[config.mk]
export PLATFORM = sky130hd
export DESIGN_NAME = cache_arbiter
export DESIGN_NICKNAME = d
export VERILOG_FILES = /design/src/rtl/cache_arbiter.sv
export SDC_FILE = /design/constraint.sdc
export NUM_CORES = 1
export LEC_CHECK = 0
export ABC_AREA = 1
export CORE_AREA = 4 4 270 272
export DETAILED_ROUTE_END_ITERATION = 6
export DIE_AREA = 0 0 274 276
export DONT_BUFFER_PORTS = 1
export GPL_TIMING_DRIVEN = 0
export SLEW_MARGIN = 20
export SYNTH_ARGS = -nofsm -noshare
export SYNTH_HDL_FRONTEND = slang
export SYNTH_SLANG_ARGS = --single-unit
[constraint.sdc]
create_clock -name clk -period 1.4 [get_ports clk]
set_input_delay 0.07 -clock clk [delete_from_list [all_inputs] [get_ports clk]]
set_output_delay 0.07 -clock clk [all_outputs]
set_load 0.005 [all_outputs]
[src/rtl/cache_arbiter.sv]
// Round-robin arbiter sharing one pmem/L2 port between the LC-3b I-cache and D-cache.
// Optional performance counters are compiled in with `define ARB_PERF_COUNTERS_EN.
module cache_arbiter #(
  parameter int ADDR_WIDTH = 16,
  parameter int LINE_WIDTH = 128
) (
  input  logic                  clk,
  input  logic                  reset,
  input  logic                  icache_pmem_read,
  input  logic [ADDR_WIDTH-1:0] icache_pmem_address,
  output logic [LINE_WIDTH-1:0] icache_pmem_rdata,
  output logic                  icache_pmem_resp,
  input  logic                  dcache_pmem_read,
  input  logic                  dcache_pmem_write,
  input  logic [ADDR_WIDTH-1:0] dcache_pmem_address,
  input  logic [LINE_WIDTH-1:0] dcache_pmem_wdata,
  output logic [LINE_WIDTH-1:0] dcache_pmem_rdata,
  output logic                  dcache_pmem_resp,
  output logic                  pmem_read,
  output logic                  pmem_write,
  output logic [ADDR_WIDTH-1:0] pmem_address,
  output logic [LINE_WIDTH-1:0] pmem_wdata,
  input  logic [LINE_WIDTH-1:0] pmem_rdata,
  input  logic                  pmem_resp
`ifdef ARB_PERF_COUNTERS_EN
  ,
  output logic [31:0]           perf_igrants,
  output logic [31:0]           perf_dgrants,
  output logic [31:0]           perf_conflicts
`endif
);

  localparam logic [1:0] S_IDLE    = 2'd0;
  localparam logic [1:0] S_GRANT_I = 2'd1;
  localparam logic [1:0] S_GRANT_D = 2'd2;
  localparam logic [1:0] S_RELEASE = 2'd3;

  logic [1:0]            state_q, state_d;
  logic                  last_grant_q, last_grant_d;  // 0 = I, 1 = D
  logic                  op_write_q, op_write_d;
  logic [ADDR_WIDTH-1:0] addr_q, addr_d;
  logic [LINE_WIDTH-1:0] wdata_q, wdata_d;

  logic i_req, d_req, pick_i, pick_d;

  assign i_req = icache_pmem_read;
  assign d_req = dcache_pmem_read | dcache_pmem_write;

  // On a tie the side that did not win last time is served.
  assign pick_i = i_req & (~d_req | last_grant_q);
  assign pick_d = d_req & (~i_req | ~last_grant_q);

  always_comb begin
    state_d      = state_q;
    last_grant_d = last_grant_q;
    op_write_d   = op_write_q;
    addr_d       = addr_q;
    wdata_d      = wdata_q;
    case (state_q)
      S_IDLE: begin
        if (pick_i) begin
          state_d      = S_GRANT_I;
          last_grant_d = 1'b0;
          op_write_d   = 1'b0;
          addr_d       = icache_pmem_address;
        end else if (pick_d) begin
          state_d      = S_GRANT_D;
          last_grant_d = 1'b1;
          // A simultaneous read+write is illegal; the write wins so dirty data is never lost.
          op_write_d   = dcache_pmem_write;
          addr_d       = dcache_pmem_address;
          wdata_d      = dcache_pmem_wdata;
        end
      end
      S_GRANT_I, S_GRANT_D: begin
        if (pmem_resp) state_d = S_RELEASE;
      end
      S_RELEASE: state_d = S_IDLE;
      default:   state_d = S_IDLE;
    endcase
  end

  always_ff @(posedge clk) begin
    if (reset) begin
      state_q      <= S_IDLE;
      last_grant_q <= 1'b1;
      op_write_q   <= 1'b0;
      addr_q       <= '0;
      wdata_q      <= '0;
    end else begin
      state_q      <= state_d;
      last_grant_q <= last_grant_d;
      op_write_q   <= op_write_d;
      addr_q       <= addr_d;
      wdata_q      <= wdata_d;
    end
  end

  assign pmem_read    = (state_q == S_GRANT_I) | ((state_q == S_GRANT_D) & ~op_write_q);
  assign pmem_write   = (state_q == S_GRANT_D) & op_write_q;
  assign pmem_address = addr_q;
  assign pmem_wdata   = wdata_q;

  assign icache_pmem_resp  = (state_q == S_GRANT_I) & pmem_resp;
  assign dcache_pmem_resp  = (state_q == S_GRANT_D) & pmem_resp;
  assign icache_pmem_rdata = pmem_rdata;
  assign dcache_pmem_rdata = pmem_rdata;

  a_no_rw_collision: assert property (@(posedge clk) disable iff (reset)
    (state_q == S_IDLE && pick_d) |-> !(dcache_pmem_read && dcache_pmem_write));

`ifdef ARB_PERF_COUNTERS_EN
  logic [31:0] igrants_q, igrants_d;
  logic [31:0] dgrants_q, dgrants_d;
  logic [31:0] conflicts_q, conflicts_d;

  function automatic logic [31:0] sat_inc(input logic [31:0] v);
    return (v == 32'hFFFF_FFFF) ? v : v + 32'd1;
  endfunction

  always_comb begin
    igrants_d   = igrants_q;
    dgrants_d   = dgrants_q;
    conflicts_d = conflicts_q;
    if (state_q == S_IDLE) begin
      if (pick_i) igrants_d = sat_inc(igrants_q);
      else if (pick_d) dgrants_d = sat_inc(dgrants_q);
      if (i_req && d_req) conflicts_d = sat_inc(conflicts_q);
    end
  end

  always_ff @(posedge clk) begin
    if (reset) begin
      igrants_q   <= '0;
      dgrants_q   <= '0;
      conflicts_q <= '0;
    end else begin
      igrants_q   <= igrants_d;
      dgrants_q   <= dgrants_d;
      conflicts_q <= conflicts_d;
    end
  end

  assign perf_igrants   = igrants_q;
  assign perf_dgrants   = dgrants_q;
  assign perf_conflicts = conflicts_q;
`endif

endmodule
After elaboration in Yosys (flattened, before gate mapping)
Index checks and enable logic that the tools add are counted.
- register bits: 148
- input bits: 294
- word-level logic and storage cells: 41
- output and inout bits: 404
- multiplexer cells: 10
- equality and inequality tests: 5
- reduce and logical (&&, ||, !) cells: 6
- bitwise gates (word level): 15
- operators by type and width (kind ; count):
    16-bit two-way mux ; 2
    1-bit AND ; 6
    2-bit two-way mux ; 3
    2-bit one-hot mux with 3 select lines ; 1
    1-bit NOT ; 5
    2-bit equality test (second input constant) ; 2
    1-bit two-way mux ; 4
    1-bit OR ; 4
    2-bit AND reduction ; 2
    3-bit != test (second input constant) ; 1
    3-bit AND reduction ; 1
    2-bit by 1-bit equality test with 1-bit output (second input constant) ; 1
    2-bit zero test ; 1
    2-bit != test (second input constant) ; 1
    2-bit nonzero test ; 1
    2-bit OR reduction ; 1

Depth between registers and ports, before layout
Gate-level depths: netlist of the first run.
- word-level depth: 6
- depth in mapped cells: 11

Least setup slack after synthesis of the first run
OpenSTA, ideal clock, no wires.
- path type: register to register
- start: register state_q[0]
- end: register wdata_q[73], in the netlist pmem_wdata[73]
- cell stages (with the launch flop): 9
- required time: 1284 ps
- setup slack: -129 ps
- arrival time: 1414 ps
- cells stage by stage: dfxtp_1 -> inv_1 -> ha_1 -> a21boi_4 -> nand2_2 -> buf_6 -> clkbuf_1 -> o21ai_0 -> nor2_1
- longest elaborated chain between the ends: 2
- RTL lines (item ; line ; RTL):
    start: declaration ; 38 ; logic [1:0] state_q, state_d;
    start signal: assignment ; 91 ; state_q <= state_d;
    2-bit zero test ; 59 ; case (state_q)
    3-bit AND reduction (no line) ; -- ;
    end signal: assignment ; 95 ; wdata_q <= wdata_d;
    end: declaration ; 42 ; logic [LINE_WIDTH-1:0] wdata_q, wdata_d;
Every way passes these cells.
A chain may end at the register's enable or synchronous reset.

Final worst setup path of the first run
- start: register state_q[0]
- end: register wdata_q[72], in the netlist pmem_wdata[72]
Same word-level chain as after synthesis.

==> results of run 1 <==
-- metal layers --
| layer | up-vias | GRT usage [%] | part of all wire (%) |
|---|---|---|---|
| li1 | 3284 | - | - |
| met1 | 3234 | 9.182 | 37 |
| met2 | 427 | 14.40 | 48 |
| met3 | 78 | 3.254 | 9.7 |
| met4 | 4 | 5.503 | 5.9 |
| met5 | - | 0 | 0.075 |
-- worst max path at each step --
stage | slack, ns | end | cells after the start | start
after detailed placement | -0.71 | pmem_wdata[108]$_SDFFE_PP0P_ | 7 | state_q[0]$_SDFFE_PP0P_
final | -0.24 | pmem_wdata[72]$_SDFFE_PP0P_ | 8 | state_q[0]$_SDFFE_PP0P_
after CTS | -0.21 | pmem_wdata[120]$_SDFFE_PP0P_ | 9 | state_q[0]$_SDFFE_PP0P_
after global routing | -0.28 | pmem_wdata[7]$_SDFFE_PP0P_ | 8 | state_q[0]$_SDFFE_PP0P_
after floorplan | -0.04 | pmem_wdata[0]$_SDFFE_PP0P_ | 8 | state_q[0]$_SDFFE_PP0P_
after global placement | -0.94 | pmem_wdata[20]$_SDFFE_PP0P_ | 5 | reset
-- report_power, final --
group | switching [mW] | internal [mW]
registers | 1.46 | 5.76
logic | 4.79 | 4.36
clock network | 2.29 | 2.36
-- placed cells by master, fill, tap and decap left out, types with 2 or more instances in the layout --
master,instances
inv_6,5
nand2_1,54
dfxtp_1,146
buf_8,5
clkinvlp_4,3
inv_8,4
clkbuf_16,26
o21ai_2,46
nor2_4,12
dlygate4sd3_1,164
inv_2,8
o21ai_0,8
ha_4,3
clkbuf_1,16
nand3_2,6
dfxtp_2,2
a21oi_1,2
inv_1,22
clkinv_4,3
nor2_2,14
o21ai_1,60
clkbuf_4,2
diode_2,4
nand2_2,7
buf_12,10
buf_4,265
nor2_1,268
o21ai_4,14
buf_6,12
clkbuf_8,6
nand3_1,13
-- stage by stage --
stage / hold slack [ns] / setup TNS (ns) / instance area, µm² / utilization (%)
2_1_floorplan: 0.2156 / -4.238 / 7625 / -
3_3_place_gp: 0.2201 / -94.84 / 8813 / 12.46
3_5_place_dp: 0.2230 / -70.38 / 8815 / 12.46
4_1_cts: 0.07718 / -21.17 / 11550 / 16.33
5_1_grt: 0.1371 / -31.03 / 12070 / 17.06
6_report: 0.1291 / -20.81 / 12070 / 17.06
-- cell type report --
cell class / instances / area [µm²] / area share [%]
clock inverters: 14 / 137.6 / 1.140
inverters: 33 / 135.1 / 1.119
flip-flops and latches: 148 / 2965 / 24.56
well taps: 950 / 1189 / 9.846
plain buffers: 306 / 2521 / 20.88
repair buffers: 184 / 1932 / 16.00
multi-input cells: 514 / 2754 / 22.81
clock buffers: 18 / 429.2 / 3.555
diodes: 4 / 10.01 / 0.08291
-- flip-flops by register name, summed over array words and instances (netlist names) --
signal	flops
op_write_q	1
state_q	2
pmem_address	16
pmem_wdata	128
last_grant_q	1
-- cell families after synthesis --
group,Yosys count,synth area share (%)
AO/OA/AOI/OAI,133,9.123
AND/OR/NAND/NOR,377,19.30
buffers and inverters,339,31.42
adder cells (fa/ha/maj),4,0.6671
flip-flops,148,39.49
-- worst max-delay path: stages (launching register included) --
cell and delay, ns:
dfxtp_2 0.33, inv_2 0.07, ha_4 0.14, a21boi_4 0.22
nand2_4 0.13, buf_12 0.19, clkbuf_16 0.19, o21ai_2 0.19
nor2_1 0.06
-- timing repair --
action	4_1_cts	5_1_grt
pin swaps	9	25
setup endpoints to repair	150	152
gates cloned	1	5
endpoints found under the hold margin	147	0
gates resized for setup	105	100
hold buffers	164	0
buffers inserted	9	5
==> metrics.txt, run 1 <==
Clock Tree Root=clkbuf_16; Setup WS pre-CTS=-0.7121 ns; Routed Antenna Nets=0; H-tree depth=4; Worst setup SP type=flip-flop; Fill cells=a little under 8,000; Tot Pwr=about 21 mW; final period utilization=116.9%; Primary FF master, synth=dfxtp_1; leak pwr=between 5 and 6 nW; Inst Count DP=around 2,000; DRT Pass-1 Iters=4; leading area contributor after synthesis=dfxtp_1; VDD IR-drop max=808.2 µV; syn_nets=~1,300; largest net degree at the start of global routing=17; initial antenna violation count=7; Clock Sinks=148; f_max=between 600 and 700 MHz; GPL Wtd Cong=between 0.8 and 0.9; TritonCTS clock tree=built; relative slew slack=26.86%; total of max-cap violations=0; Seq cells post-synth=148; nets@finish=roughly 1,500; cell area power density=approximately 1700 nW/µm²; worst r2r src=state_q[0]$_SDFFE_PP0P_; Crit Path Max Fanout=10; Yosys warnings=0; DPL Wire Length=~27,000 µm; Area Growth Syn to Fin=60.92%; Die W=roughly 270 µm; drc violations=0; Worst-Skew Late Latency=~0.47 ns; fin crit period=1.637 ns; Initial Util=about a tenth; WHS Path Cells=4; vias in the first global route=approximately 7,100; Layout Skew=approximately 0.010 ns; commonest cells in the netlist=nor2_1 (293), buf_4 (257), dfxtp_1 (148), o21ai_0 (107), nand2_1 (61); drt total wl=about 36,000 µm; first-pass GRT wire length=47,270 µm; CP endpoint kind=flip-flop; end of the worst hold path=pmem_address[2]$_SDFFE_PP0P_; required time worst endpoint=approximately 1.8 ns; I/O pin count=698; clock buffers created by TritonCTS=17; hold wc startpoint=reset; core area=70,750 µm²; Worst EP arrival=about 2.0 ns; Slew Viols, Final=0; R2R Path End=pmem_wdata[72]$_SDFFE_PP0P_; outcome=finished with violations; Setup CP Type=flip-flop to flip-flop; failing checks=setup timing; port buffer count=0; Non-Filler Instances=roughly 2,200; syn_area_per_cell=~7.5 µm²; vias post-DR=between 7,000 and 8,000; Hold Path Class=input port to flip-flop; largest cells by area after synthesis=dfxtp_1 (39%), buf_4 (26%), nor2_1 (15%); GR Util All Layers=slightly below 9%; Vias/cell=3.237; ys async rst share=0%; worst reg2reg path depth=8; Synth Cell Area=approximately 7500 µm²; WL per Instance=about 17 µm; Slew @ Worst Pin=between 1 and 1.5 ns; count leader, synth=nor2_1; Post-synth EDFFs=0; gr ovfl total=0; Synth cell types=21; final setup fails=147; die area=around 76,000 µm²; setup slack on the worst flop-to-flop path=-0.24 ns; Yosys top cell area share=approximately two fifths; Detailed Route Iter0 Violations=between 200 and 250; post-synthesis sequential area ratio=around two fifths; Mapped Cells=1,001; Clock Path Buffers=2; DIE HEIGHT=276 µm; Cell Rows=98; share of cells above drive strength 1=a little under two fifths; endpoints failing hold=0; clock-pin slew on the worst setup and hold paths=around 0.070 ns; unrepaired setup endpoints after global routing=yes; Setup WS post-layout=-0.2365 ns
Note: power is estimated with default switching activity, not from simulation.
==> inputs of run 2 (changes only) <==
--- a/config.mk
+++ b/config.mk
@@ -7,6 +7,7 @@
 export LEC_CHECK = 0
 export ABC_AREA = 1
 export CORE_AREA = 4 4 270 272
+export CTS_BUF_LIST = sky130_fd_sc_hd__clkbuf_8
 export DETAILED_ROUTE_END_ITERATION = 6
 export DIE_AREA = 0 0 274 276
 export DONT_BUFFER_PORTS = 1
==> run 2 against run 1 <==
- the run still ends with setup timing left
- global-route usage about the same
- register-to-register slack about the same
- worst setup slack got worse by 0.0057 ns
- non-clock buffer count increased by 4
- critical path depth unchanged
- critical endpoint unchanged
==> metrics.txt, run 2 (same netlist as run 1, synthesis figures left out) <==
outcome=finished with violations; failing checks=setup timing; cell area power density=1658 nW/µm² (-4.8%); Inst Count DP=1,951 (unchanged); Initial Util=10.60% (unchanged); net load switching power=8.286 mW (-3.0%); Hold Path Class=input port to flip-flop; I/O pin count=698 (unchanged); DPL Wire Length=26,650 µm (unchanged); nets@finish=1,506 (+0.27%); critical path cell sequence=inv_4 -> ha_4 -> a21boi_4 -> nand2_4 -> buf_12 -> clkbuf_16 -> o21ai_4 -> nor2_1; internal power=11.26 mW (-9.8%); core area=70,750 µm² (unchanged); TritonCTS clock tree=built; drc violations=0 (unchanged); Crit Path Max Fanout=10 (unchanged); leading cell types in the layout, fill and taps excluded=nor2_1 (276), buf_4 (265), dlygate4sd3_1 (169); met3 Use GR=3.332% (+0.078 points); clock-pin slew on the worst setup and hold paths=0.10 ns (+0.03 ns); endpoints failing hold=0 (unchanged); Worst-Skew Late Latency=0.53 ns (+0.06 ns); drt total wl=36,190 µm (+0.85%); multi-input logic area=2631 µm² (-4.5%); Non-Filler Instances=2,176 (+0.23%); f_max=608.9 MHz (-0.35%); max reg flops=128 (unchanged); relative slew slack=37.10% (+10 points); Detailed Route Iter0 Violations=204 (-6.0%); commonest non-fill, non-tap cell in the layout=nor2_1; final setup fails=149 (+1.4%); sequential power share=36.8% (+2.4 points); leak pwr=5.016 nW (-2.1%); Final Instance Area=11,790 µm² (-2.4%); Clk pwr share=17.7% (-4.4 points); DIE HEIGHT=276 µm (unchanged); Clock Path Buffers=2 (unchanged); Post-Place Cell Area=8815 µm² (unchanged); unrepaired setup endpoints after global routing=yes; H-tree depth=4 (unchanged); Fill cells=7,858 (+0.42%); vias in the first global route=7,122 (-0.38%); Vias/cell=3.242 (+0.17%); register area=2968 µm² (about the same); initial antenna violation count=7 (unchanged); WP buf/inv=3 (unchanged); Worst setup SP type=flip-flop; Cell Rows=98 (unchanged); Combinational Power Share=45.5% (+2.0 points); final period utilization=117.3% (+0.41 points); Layout Skew=0.01336 ns (+0.002903 ns); clock buffers created by TritonCTS=17 (unchanged); CP endpoint kind=flip-flop; share of cells above drive strength 1=36.28% (-1.8 points); Setup CP Type=flip-flop to flip-flop; switching share of power=42.39% (+1.8 points); GR Util met2=14.52% (+0.12 points); Area Growth Syn to Fin=57.10%; Worst EP arrival=2.08 ns (+0.08 ns); Setup WS post-layout=-0.2423 ns (-0.005730 ns); gr ovfl total=0 (unchanged); GPL Wtd Cong=0.8689 (unchanged); die area=75,620 µm² (unchanged); GR Util All Layers=8.656% (about the same); fin crit period=1.642 ns (+0.005730 ns); first-pass GRT wire length=47,320 µm (+0.12%); family with the most delay on the worst path=buffers and inverters; port buffer count=0 (unchanged); vias post-DR=7,055 (+0.40%); Clock Sinks=148 (unchanged); met1 usage=9.119% (-0.063 points); Setup WS pre-CTS=-0.7121 ns (unchanged); DRT Pass-1 Iters=4 (unchanged); total of max-cap violations=0 (unchanged); Routed Antenna Nets=0 (unchanged); VDD IR-drop max=760.5 µV (-5.9%); CP max stage cell=dfxtp_4; largest net degree at the start of global routing=17 (unchanged); required time worst endpoint=1.83 ns (+0.07 ns); Clock Tree Root=clkbuf_8; final cell utilization of the core=16.66% (-0.40 points); Slew @ Worst Pin=0.9435 ns (-0.1536 ns); Min Hold Slack=0.1214 ns (-0.007711 ns); WL per Instance=16.63 µm (+0.62%); CP max stage delay=0.37 ns (+0.04 ns); Slew Viols, Final=0 (unchanged); busiest grt layer=met2; Die W=274 µm (unchanged)
## run 2: path summary, 6_finish.rpt
| path | slack (ns) | cells past startpoint | startpoint | to |
|---|---|---|---|---|
| worst max register to register | -0.24 | 8 | state_q[1]$_SDFFE_PP0P_ | pmem_wdata[72]$_SDFFE_PP0P_ |
| worst min register to register | 0.50 | 2 | state_q[0]$_SDFFE_PP0P_ | state_q[0]$_SDFFE_PP0P_ |
| worst min-delay path | 0.12 | 3 | reset | state_q[1]$_SDFFE_PP0P_ |
| worst max-delay path | -0.24 | 8 | state_q[1]$_SDFFE_PP0P_ | pmem_wdata[72]$_SDFFE_PP0P_ |
## run 2: repair_timing
| action | CTS | global route |
|---|---|---|
| setup buffers | 6 | 7 |
| gates resized for setup | 77 | 93 |
| pin swaps | 8 | 20 |
| hold buffers | 169 | 0 |
| endpoints found under the hold margin | 147 | 0 |
| endpoints found under the setup margin | 152 | 152 |
| gates cloned | 1 | 5 |
## run 2: layer usage
metal | share of wire, % | wire length [µm]
met5 | 0.058 | 21
met1 | 37 | 13240
met2 | 48 | 17400
met3 | 9.4 | 3404
met4 | 5.9 | 2123
## run 2: area by class of cell
cell class,count,share of cell area (%)
tap,950,10.08
sequential,148,25.18
inverter,33,1.189
multi-input combinational,514,22.32
antenna,5,0.1062
clock buffer,17,1.985
timing repair buffer,188,16.83
buffer,306,21.10
clock inverter,15,1.200
## run 2: through the flow
step	setup TNS [ns]	total power, mW
6_report	-23.82	19.55
4_1_cts	-24.34	18.50
2_1_floorplan	-4.238	11.43
5_1_grt	-32.62	20.96
3_5_place_dp	-70.38	13.59
3_3_place_gp	-94.84	13.51
## run 2: worst register-to-register path: stages, from the launching register on
cell and delay (ns):
dfxtp_4 0.37, inv_4 0.06, ha_4 0.13, a21boi_4 0.22, nand2_4 0.14, buf_12 0.20, clkbuf_16 0.20, o21ai_4 0.18
nor2_1 0.05
## run 2: power groups by stage
stage | combinational [mW] | sequential, mW | clock [mW]
after floorplan | 4.73 | 6.70 | 0
after global placement | 6.28 | 7.23 | 0
after detailed placement | 6.35 | 7.24 | 0
after CTS | 7.61 | 7.15 | 3.74
after global routing | 9.72 | 7.38 | 3.86
final | 8.89 | 7.20 | 3.45
